==> src/rtl/mem_port_arbiter_if.sv <==
// mem_port_arbiter_if: bundles the I-cache fill port, the D-cache miss/writeback
// port and the shared line-wide backing-memory port of mem_port_arbiter.
//   slave  : arbiter side (takes requests and mem_rdata, drives readies, read data, strobes, busy)
//   master : client side (caches and memory model together, the mirror of slave)
interface mem_port_arbiter_if #(
   parameter int unsigned ADDR_WIDTH = 16,
   parameter int unsigned LINE_WIDTH = 64
);
   // I-cache fill port
   logic                  i_req;
   logic [ADDR_WIDTH-1:0] i_addr;
   logic                  i_flush;
   logic                  i_ready;
   logic [LINE_WIDTH-1:0] i_rdata;
   // D-cache miss / writeback port
   logic                  d_req;
   logic                  d_we;
   logic [ADDR_WIDTH-1:0] d_addr;
   logic [LINE_WIDTH-1:0] d_wdata;
   logic                  d_ready;
   logic [LINE_WIDTH-1:0] d_rdata;
   // backing-memory port
   logic                  mem_read;
   logic                  mem_write;
   logic [ADDR_WIDTH-1:0] mem_addr;
   logic [LINE_WIDTH-1:0] mem_wdata;
   logic [LINE_WIDTH-1:0] mem_rdata;
   // status
   logic                  busy;

   modport slave (
      input  i_req, i_addr, i_flush, d_req, d_we, d_addr, d_wdata, mem_rdata,
      output i_ready, i_rdata, d_ready, d_rdata,
      output mem_read, mem_write, mem_addr, mem_wdata, busy
   );

   modport master (
      output i_req, i_addr, i_flush, d_req, d_we, d_addr, d_wdata, mem_rdata,
      input  i_ready, i_rdata, d_ready, d_rdata,
      input  mem_read, mem_write, mem_addr, mem_wdata, busy
   );
endinterface

==> src/rtl/mem_port_arbiter.sv <==
// mem_port_arbiter: shares one line-wide memory port between the I-cache fill
// path and the D-cache miss/writeback path. Each transfer holds its strobe for
// LATENCY cycles; D has priority, but after STARVE_LIMIT consecutive D grants
// with I waiting, I is forced. An in-flight I fill can be abandoned by i_flush.
// Ports:
//   clk      clock
//   reset_n  synchronous active-low reset
//   bus      mem_port_arbiter_if.slave (I port, D port, memory port, busy)
module mem_port_arbiter #(
   parameter int unsigned ADDR_WIDTH   = 16,
   parameter int unsigned LINE_WIDTH   = 64,
   parameter int unsigned LATENCY      = 2,
   parameter int unsigned STARVE_LIMIT = 2
) (
   input  logic               clk,
   input  logic               reset_n,
   mem_port_arbiter_if.slave  bus
);

   localparam int unsigned CNT_W = (LATENCY > 1) ? $clog2(LATENCY) : 1;
   localparam int unsigned STV_W = (STARVE_LIMIT > 0) ? $clog2(STARVE_LIMIT + 1) : 1;
   localparam logic [CNT_W-1:0] CNT_LAST = CNT_W'(LATENCY - 1);
   localparam logic [STV_W-1:0] STV_MAX  = STV_W'(STARVE_LIMIT);

   typedef enum logic [1:0] {
      IDLE   = 2'd0,
      BUSY_I = 2'd1,
      BUSY_D = 2'd2
   } state_e;

   state_e                state_q, state_d;
   logic [CNT_W-1:0]      cnt_q, cnt_d;
   logic [STV_W-1:0]      starve_q, starve_d;
   logic                  abort_q, abort_d;
   logic                  i_ready_q, i_ready_d;
   logic                  d_ready_q, d_ready_d;
   logic [LINE_WIDTH-1:0] i_rdata_q, i_rdata_d;
   logic [LINE_WIDTH-1:0] d_rdata_q, d_rdata_d;
   logic                  mem_read_q, mem_read_d;
   logic                  mem_write_q, mem_write_d;
   logic [ADDR_WIDTH-1:0] mem_addr_q, mem_addr_d;
   logic [LINE_WIDTH-1:0] mem_wdata_q, mem_wdata_d;
   logic                  busy_q;

   logic i_elig, d_elig, grant_i, grant_d;

   // A port whose ready is high this cycle is still showing the old request.
   assign i_elig  = bus.i_req && !i_ready_q && !bus.i_flush;
   assign d_elig  = bus.d_req && !d_ready_q;
   assign grant_d = (state_q == IDLE) && d_elig && !(i_elig && (starve_q == STV_MAX));
   assign grant_i = (state_q == IDLE) && i_elig && !grant_d;

   // State and output registers
   always_ff @(posedge clk) begin
      if (!reset_n) begin
         state_q     <= IDLE;
         cnt_q       <= '0;
         starve_q    <= '0;
         abort_q     <= 1'b0;
         i_ready_q   <= 1'b0;
         d_ready_q   <= 1'b0;
         i_rdata_q   <= '0;
         d_rdata_q   <= '0;
         mem_read_q  <= 1'b0;
         mem_write_q <= 1'b0;
         mem_addr_q  <= '0;
         mem_wdata_q <= '0;
         busy_q      <= 1'b0;
      end else begin
         state_q     <= state_d;
         cnt_q       <= cnt_d;
         starve_q    <= starve_d;
         abort_q     <= abort_d;
         i_ready_q   <= i_ready_d;
         d_ready_q   <= d_ready_d;
         i_rdata_q   <= i_rdata_d;
         d_rdata_q   <= d_rdata_d;
         mem_read_q  <= mem_read_d;
         mem_write_q <= mem_write_d;
         mem_addr_q  <= mem_addr_d;
         mem_wdata_q <= mem_wdata_d;
         busy_q      <= (state_d != IDLE);
      end
   end

   // Next-state, transfer sequencing and starvation tracking
   always_comb begin
      state_d     = state_q;
      cnt_d       = cnt_q;
      starve_d    = starve_q;
      abort_d     = abort_q;
      i_ready_d   = 1'b0;
      d_ready_d   = 1'b0;
      i_rdata_d   = i_rdata_q;
      d_rdata_d   = d_rdata_q;
      mem_read_d  = mem_read_q;
      mem_write_d = mem_write_q;
      mem_addr_d  = mem_addr_q;
      mem_wdata_d = mem_wdata_q;

      case (state_q)
         IDLE: begin
            abort_d = 1'b0;
            if (grant_d) begin
               state_d    = BUSY_D;
               cnt_d      = '0;
               mem_addr_d = bus.d_addr;
               if (bus.d_we) begin
                  mem_write_d = 1'b1;
                  mem_wdata_d = bus.d_wdata;
               end else begin
                  mem_read_d = 1'b1;
               end
            end else if (grant_i) begin
               state_d    = BUSY_I;
               cnt_d      = '0;
               mem_addr_d = bus.i_addr;
               mem_read_d = 1'b1;
            end
         end

         BUSY_I: begin
            if (bus.i_flush) begin
               abort_d = 1'b1;
            end
            if (cnt_q == CNT_LAST) begin
               state_d    = IDLE;
               mem_read_d = 1'b0;
               abort_d    = 1'b0;
               // A flush in the final strobe cycle also suppresses delivery.
               if (!(abort_q || bus.i_flush)) begin
                  i_ready_d = 1'b1;
                  i_rdata_d = bus.mem_rdata;
               end
            end else begin
               cnt_d = cnt_q + 1'b1;
            end
         end

         BUSY_D: begin
            if (cnt_q == CNT_LAST) begin
               state_d     = IDLE;
               mem_read_d  = 1'b0;
               mem_write_d = 1'b0;
               d_ready_d   = 1'b1;
               if (!mem_write_q) begin
                  d_rdata_d = bus.mem_rdata;
               end
            end else begin
               cnt_d = cnt_q + 1'b1;
            end
         end

         default: begin
            state_d     = IDLE;
            mem_read_d  = 1'b0;
            mem_write_d = 1'b0;
            abort_d     = 1'b0;
         end
      endcase

      // D grants made while I waits count toward forcing an I grant.
      if (!bus.i_req || grant_i) begin
         starve_d = '0;
      end else if (grant_d && (starve_q != STV_MAX)) begin
         starve_d = starve_q + 1'b1;
      end
   end

   assign bus.i_ready   = i_ready_q;
   assign bus.i_rdata   = i_rdata_q;
   assign bus.d_ready   = d_ready_q;
   assign bus.d_rdata   = d_rdata_q;
   assign bus.mem_read  = mem_read_q;
   assign bus.mem_write = mem_write_q;
   assign bus.mem_addr  = mem_addr_q;
   assign bus.mem_wdata = mem_wdata_q;
   assign bus.busy      = busy_q;

endmodule

==> src/flat_wrapper.sv <==
// flat-port wrapper written by rule: the top's interface ports become plain ports
module mem_port_arbiter_flat 
#(
   parameter int unsigned ADDR_WIDTH   = 16,
   parameter int unsigned LINE_WIDTH   = 64,
   parameter int unsigned LATENCY      = 2,
   parameter int unsigned STARVE_LIMIT = 2
)
  (clk, reset_n, bus_i_req, bus_i_addr, bus_i_flush, bus_d_req, bus_d_we, bus_d_addr, bus_d_wdata, bus_mem_rdata, bus_i_ready, bus_i_rdata, bus_d_ready, bus_d_rdata, bus_mem_read, bus_mem_write, bus_mem_addr, bus_mem_wdata, bus_busy);
  mem_port_arbiter_if #(.ADDR_WIDTH(ADDR_WIDTH), .LINE_WIDTH(LINE_WIDTH)) bus_i ();
  input  logic clk;
  input  logic reset_n;
  input wire logic [$bits(bus_i.i_req)-1:0] bus_i_req;
  input wire logic [$bits(bus_i.i_addr)-1:0] bus_i_addr;
  input wire logic [$bits(bus_i.i_flush)-1:0] bus_i_flush;
  input wire logic [$bits(bus_i.d_req)-1:0] bus_d_req;
  input wire logic [$bits(bus_i.d_we)-1:0] bus_d_we;
  input wire logic [$bits(bus_i.d_addr)-1:0] bus_d_addr;
  input wire logic [$bits(bus_i.d_wdata)-1:0] bus_d_wdata;
  input wire logic [$bits(bus_i.mem_rdata)-1:0] bus_mem_rdata;
  output wire logic [$bits(bus_i.i_ready)-1:0] bus_i_ready;
  output wire logic [$bits(bus_i.i_rdata)-1:0] bus_i_rdata;
  output wire logic [$bits(bus_i.d_ready)-1:0] bus_d_ready;
  output wire logic [$bits(bus_i.d_rdata)-1:0] bus_d_rdata;
  output wire logic [$bits(bus_i.mem_read)-1:0] bus_mem_read;
  output wire logic [$bits(bus_i.mem_write)-1:0] bus_mem_write;
  output wire logic [$bits(bus_i.mem_addr)-1:0] bus_mem_addr;
  output wire logic [$bits(bus_i.mem_wdata)-1:0] bus_mem_wdata;
  output wire logic [$bits(bus_i.busy)-1:0] bus_busy;
  assign bus_i.i_req = bus_i_req;
  assign bus_i.i_addr = bus_i_addr;
  assign bus_i.i_flush = bus_i_flush;
  assign bus_i.d_req = bus_d_req;
  assign bus_i.d_we = bus_d_we;
  assign bus_i.d_addr = bus_d_addr;
  assign bus_i.d_wdata = bus_d_wdata;
  assign bus_i.mem_rdata = bus_mem_rdata;
  assign bus_i_ready = bus_i.i_ready;
  assign bus_i_rdata = bus_i.i_rdata;
  assign bus_d_ready = bus_i.d_ready;
  assign bus_d_rdata = bus_i.d_rdata;
  assign bus_mem_read = bus_i.mem_read;
  assign bus_mem_write = bus_i.mem_write;
  assign bus_mem_addr = bus_i.mem_addr;
  assign bus_mem_wdata = bus_i.mem_wdata;
  assign bus_busy = bus_i.busy;
  mem_port_arbiter #(.ADDR_WIDTH(ADDR_WIDTH), .LINE_WIDTH(LINE_WIDTH), .LATENCY(LATENCY), .STARVE_LIMIT(STARVE_LIMIT)) u_core (.clk(clk), .reset_n(reset_n), .bus(bus_i));
endmodule
==> config.mk <==
export PLATFORM = sky130hd
export DESIGN_NAME = mem_port_arbiter_flat
export DESIGN_NICKNAME = d
export VERILOG_FILES = /design/src/rtl/mem_port_arbiter_if.sv /design/src/rtl/mem_port_arbiter.sv /design/src/flat_wrapper.sv
export SDC_FILE = /design/constraint.sdc
export NUM_CORES = 1
export LEC_CHECK = 0
export ABC_AREA = 1
export CAP_MARGIN = 20
export CORE_AREA = 2 2 147 149
export CTS_CLUSTER_SIZE = 30
export DETAILED_ROUTE_END_ITERATION = 8
export DIE_AREA = 0 0 149 151
export PLACE_DENSITY = 0.76
export SLEW_MARGIN = 10
export SYNTH_ARGS = -nofsm -noshare
export SYNTH_HDL_FRONTEND = slang
export SYNTH_SLANG_ARGS = --single-unit
==> constraint.sdc <==
create_clock -name clk -period 2.4 [get_ports clk]
set_input_delay 0.6 -clock clk [delete_from_list [all_inputs] [get_ports clk]]
set_output_delay 0.6 -clock clk [all_outputs]
set_load 0.02 [all_outputs]
# == Yosys cells after proc, flatten, opt, wreduce, memory -nomap -nowiden ==
# Cells that the tools add are included.
# op_classes
n_eq_ne,11
n_bitwise,5
n_mux,23
n_addsub,2
n_reduce_logical,33
# ops
cell,n
2-to-1 mux 16 bit,2
AND reduction 3 bit,5
2-to-1 mux 1 bit,13
logical AND 1 bit,9
AND reduction 2 bit,4
logical NOT 1 bit,6
2-to-1 mux 2 bit,3
inequality test 2 x 1 -> 1 bit (second input constant),3
one-hot mux 1 bit (2 select lines),3
nonzero test 2 bit,3
NOT 1 bit,5
equality test 2 bit (second input constant),2
inequality test 2 bit (second input constant),2
one-hot mux 2 bit (2 select lines),1
AND reduction 4 bit,1
OR reduction 2 bit,2
inequality test 3 x 1 -> 1 bit (second input constant),1
inequality test 3 x 2 -> 1 bit (second input constant),1
inequality test 3 bit (second input constant),1
one-hot mux 1 bit (3 select lines),1
adder 2 x 1 -> 2 bit (second input constant),1
equality test 2 x 1 -> 1 bit (second input constant),1
logical NOT 2 bit,1
logical OR 1 bit,2
adder 1 bit (second input constant),1
# word_totals
in_bits,166
elab_cells,87
reg_bits,219
output_inout_bits,213

# == Longest topological paths before layout ==
# logic_depth
word_depth,12
depth_mapped,12

# == Worst setup path before layout ==
# OpenSTA, ideal clock, no wires.
# synth_path
kind,reg-to-reg
startpoint,register u_core.state_q[0]
endpoint,register u_core.mem_addr_q[11] (netlist: u_core.bus.mem_addr[11])
setup_time_ns,0.111
t_required_ns,2.289
path_stages_with_launch,12
period_less_slack_ns,1.588
path_slack_ns,0.812
arrival_time_ns,1.477
path_buffers,2
path_cell_list,dfxtp_1 -> inv_1 -> ha_1 -> buf_4 -> nand2_2 -> nor2_4 -> nand2_4 -> nand2_2 -> buf_4 -> or2_1 -> nand3_1 -> inv_1
# synth_via
elab_chain_cells,7
# synth_rtl
element,line_no,source
"start, declared",mem_port_arbiter.sv:31,"state_e state_q, state_d;"
"start signal, assigned",mem_port_arbiter.sv:70,state_q <= state_d;
logical NOT 2 bit *,"mem_port_arbiter.sv:50, mem_port_arbiter.sv:51, mem_port_arbiter.sv:101",
logical AND 1 bit (2 in series),mem_port_arbiter.sv:50,assign grant_d = (state_q == IDLE) && d_elig && !(i_elig && (starve_q == STV_MAX));
logical NOT 1 bit,mem_port_arbiter.sv:51,assign grant_i = (state_q == IDLE) && i_elig && !grant_d;
logical AND 1 bit,mem_port_arbiter.sv:51,
nonzero test 2 bit (no source line),n/a,
AND reduction 2 bit (no source line),n/a,
"end signal, assigned",mem_port_arbiter.sv:80,mem_addr_q <= mem_addr_d;
"end, declared",mem_port_arbiter.sv:41,"logic [ADDR_WIDTH-1:0] mem_addr_q, mem_addr_d;"
# Mark *: on every way between the ends. The rest lies on a longest branch, timed or not.
# A chain may end at the register's enable or synchronous reset.

# == Final worst setup path ==
# layout_path
startpoint,register u_core.mem_write_q (netlist: u_core.bus.mem_write)
endpoint,output bus_mem_write
# layout_rtl
element,line_no,source
"start, declared",mem_port_arbiter.sv:40,"logic mem_write_q, mem_write_d;"
"start signal, assigned",mem_port_arbiter.sv:79,mem_write_q <= mem_write_d;
"end, declared",flat_wrapper.sv:26,output wire logic [$bits(bus_i.mem_write)-1:0] bus_mem_write;
# No word-level cell between the ends.

==> out/results.ini <==
[grt]
grt_max_degree = 78
antenna_found_initial = 0
grt_pass1_vias = 7824
grt.overflow.total = 0
grt_pass1_wl_um = 40400
track_usage_pct = 22.3

[power]
p_leak_nw = 5.01
ir_drop_mv = 0.459
switching_share_pct = 27.7
p_switching_w = 0.00258
powerDensity_mw_per_mm2 = 729
p_seq_share_pct = 42.8
combPwrFrac_pct = 19.9
clock_power_share_pct = 37.3
p_int_w = 0.00675
total_power_w = 0.00934

[setup_path]
startpoint_type = register
slowest_stage = clkdlybuf4s50_1
end_kind = output port
cp_slowest_stage_delay_ps = 690
critPathTopFamily = buffers and inverters
required_ps = 1800
crit_arrival_ps = 1590
path_cells = clkdlybuf4s50_1
worstSetupPathType = reg2out
critical_path_buf_inv_count = 1
crit_fanout = 3

[placed_design]
post-place-cells = 1643
gp_congestion = 0.795
numPortBuffers = 378
dp_hpwl_um = 18600
dpl_cell_area_sq_mm = 0.0121

[clock_tree]
post_cts_resized = 0
cts_sinks = 219
cts_tree = yes
ctsRootBufferMaster = clkbuf_16
post-cts-setup-buffer-count = 0
clock_path_buffers = 3
cts_hold_buf = 0
cts_buffers = 24
clock_latency_ps = 520
cts.htree.levels = 1
clkSlewWorstSetupHoldPaths_ps = 60

[floorplan]
chipHeight_um = 151
die-width_um = 149
num_rows = 53
dieArea_sq_mm = 0.0225
start_util_pct = 38.8
io_pins = 379
core_area_sq_mm = 0.0208

[timing]
fmax_mhz = 456
slew_headroom_pct = 54.5
grt_setup_unrepaired = false
drv_slew = 0
fin_skew_ps = 12.8
tns_ps = 0
fin_hold_ws_ps = 379
fin_crit_sh_pct = 91.4
tightest_slew_ps = 683
finalCriticalPeriod_ps = 2190
setup_viol = 0
hold_viol = 0

[detailed_routing]
wl_per_cell_um = 15.7
drc = 0
first_pass_iters = 4
drt-vias-per-instance = 4.82
first_iter_violations = 320
final_antenna_net_count = 0
routed_wl_um = 26500
vias = 8122

[logic_synthesis]
syn_area_per_cell_sq_um = 7.73
syn_nets = 1217
synthCells = 1046
synth_simple_gate_area_share_pct = 26.1
synth_flop_cell = dfxtp_1
synth_edf_count = 0
post-synth-top-area-cell = dfxtp_1
ys_types = 26
synth_xor_xnor_area_share_pct = 0.108
synth_compound_area_share_pct = 12.6
ys_warn_count = 0
synth_top_family_by_area = simple AND/OR/NAND/NOR gates
seq_area_frac_synth_pct = 54.2
synth_area_sq_mm = 0.00808
synth_fa_ha_area_share_pct = 0.774
ys_seq_elements = 219
synth_top_area_share_pct = 54.2
synthMuxAreaShare_pct = 0
synth_area_leaders = dfxtp_1 (54%), nor2_1 (12%), o21ai_0 (7.1%), nand3_1 (6.3%), nand2_1 (5.2%)
async_flop_share_pct = 0

[finish]
layout-drive-gt1-share_pct = 5.53
mostFrequentLayoutCell = clkdlybuf4s50_1
diodes = 0
syn_to_final_growth_pct = 58.4
fin_cells = 1685
final_cell_mix = clkdlybuf4s50_1 (376), nor2_1 (267), dfxtp_1 (219), o21ai_0 (115), nand2_1 (112)
nNetsFinal = 1565
stdcell_area_sq_mm = 0.0128

[min_path]
hp-class = in2reg

[job]
max_cap_viol_count = 0

[run_status]
status = completed

==> final cells by class <==
| type | instances | area [sq um] |
|---|---|---|
| clock buffers | 32 | 681 |
| clock inverters | 10 | 73.8 |
| fillers | 1845 | 8020 |
| inverters | 36 | 136 |
| multi-input cells | 714 | 3200 |
| flip-flops and latches | 219 | 4380 |
| well taps | 275 | 344 |
| repair buffers | 399 | 3980 |
==> cells by family after synthesis <==
group	count (synthesis)
buffers and inverters	113
adders and majority gates	5
and+or+nand+nor	505
DFF	219
xor gates and xnor gates	1
AOI/OAI and AO/OA	203
==> stage by stage <==
step,worst slack [ps],utilization (%)
after floorplan,812,-
after CTS,171,61.5
final,206,61.5
after global placement,253,57.9
after global routing,143,61.5
after detailed placement,219,57.9
==> synthesized netlist by cell type, types with 3 or more instances <==
master    instances
inv_1            32
o21ai_1          17
nand3_1         101
or2_0             5
buf_2            24
dfxtp_1         219
buf_1             3
nor2_1          267
a21oi_1          70
o21ai_0         115
nand2_1         112
or2_2             3
ha_1              5
or2_1             9
buf_4            12
clkbuf_1         38
inv_2             3
==> flip-flops by register name (all words and copies together) (netlist names) <==
name / flops
u_core.bus.i_ready: 1
u_core.starve_q: 2
u_core.bus.mem_read: 1
u_core.bus.mem_write: 1
u_core.bus.mem_wdata: 64
u_core.bus.d_rdata: 64
u_core.bus.i_rdata: 64
u_core.bus.d_ready: 1
u_core.state_q: 2
u_core.abort_q: 1
u_core.bus.mem_addr: 16
u_core.bus.busy: 1
u_core.cnt_q: 1
==> power groups by stage <==
stage	sequential, W	clock (W)	combinational (W)
after floorplan	0.00433	0	0.000685
after global placement	0.00407	0	0.00185
after detailed placement	0.00407	0	0.00187
after CTS	0.00400	0.00358	0.00188
after global routing	0.00402	0.00373	0.00202
final	0.00400	0.00348	0.00186
==> routing by layer <==
metal / global-route usage, % / up-vias / wire [um]
li1: - / 4072 / -
met1: 25.2 / 3686 / 10100
met2: 38.2 / 318 / 12500
met3: 9.70 / 46 / 3270
met4: 6.76 / 0 / 700
met5: 0 / - / 0
==> final timing paths <==
kind,start,end,slack (ps),depth (start not counted)
setup / recovery,u_core.bus.mem_write,bus_mem_write,210,1
hold / removal,reset_n,u_core.cnt_q,380,3
setup reg to reg,u_core.state_q[0],u_core.bus.d_rdata[63],450,7
hold reg to reg,u_core.bus.mem_wdata[53],u_core.bus.mem_wdata[53],460,2
No activity file was read; power rests on OpenSTA's default activity.
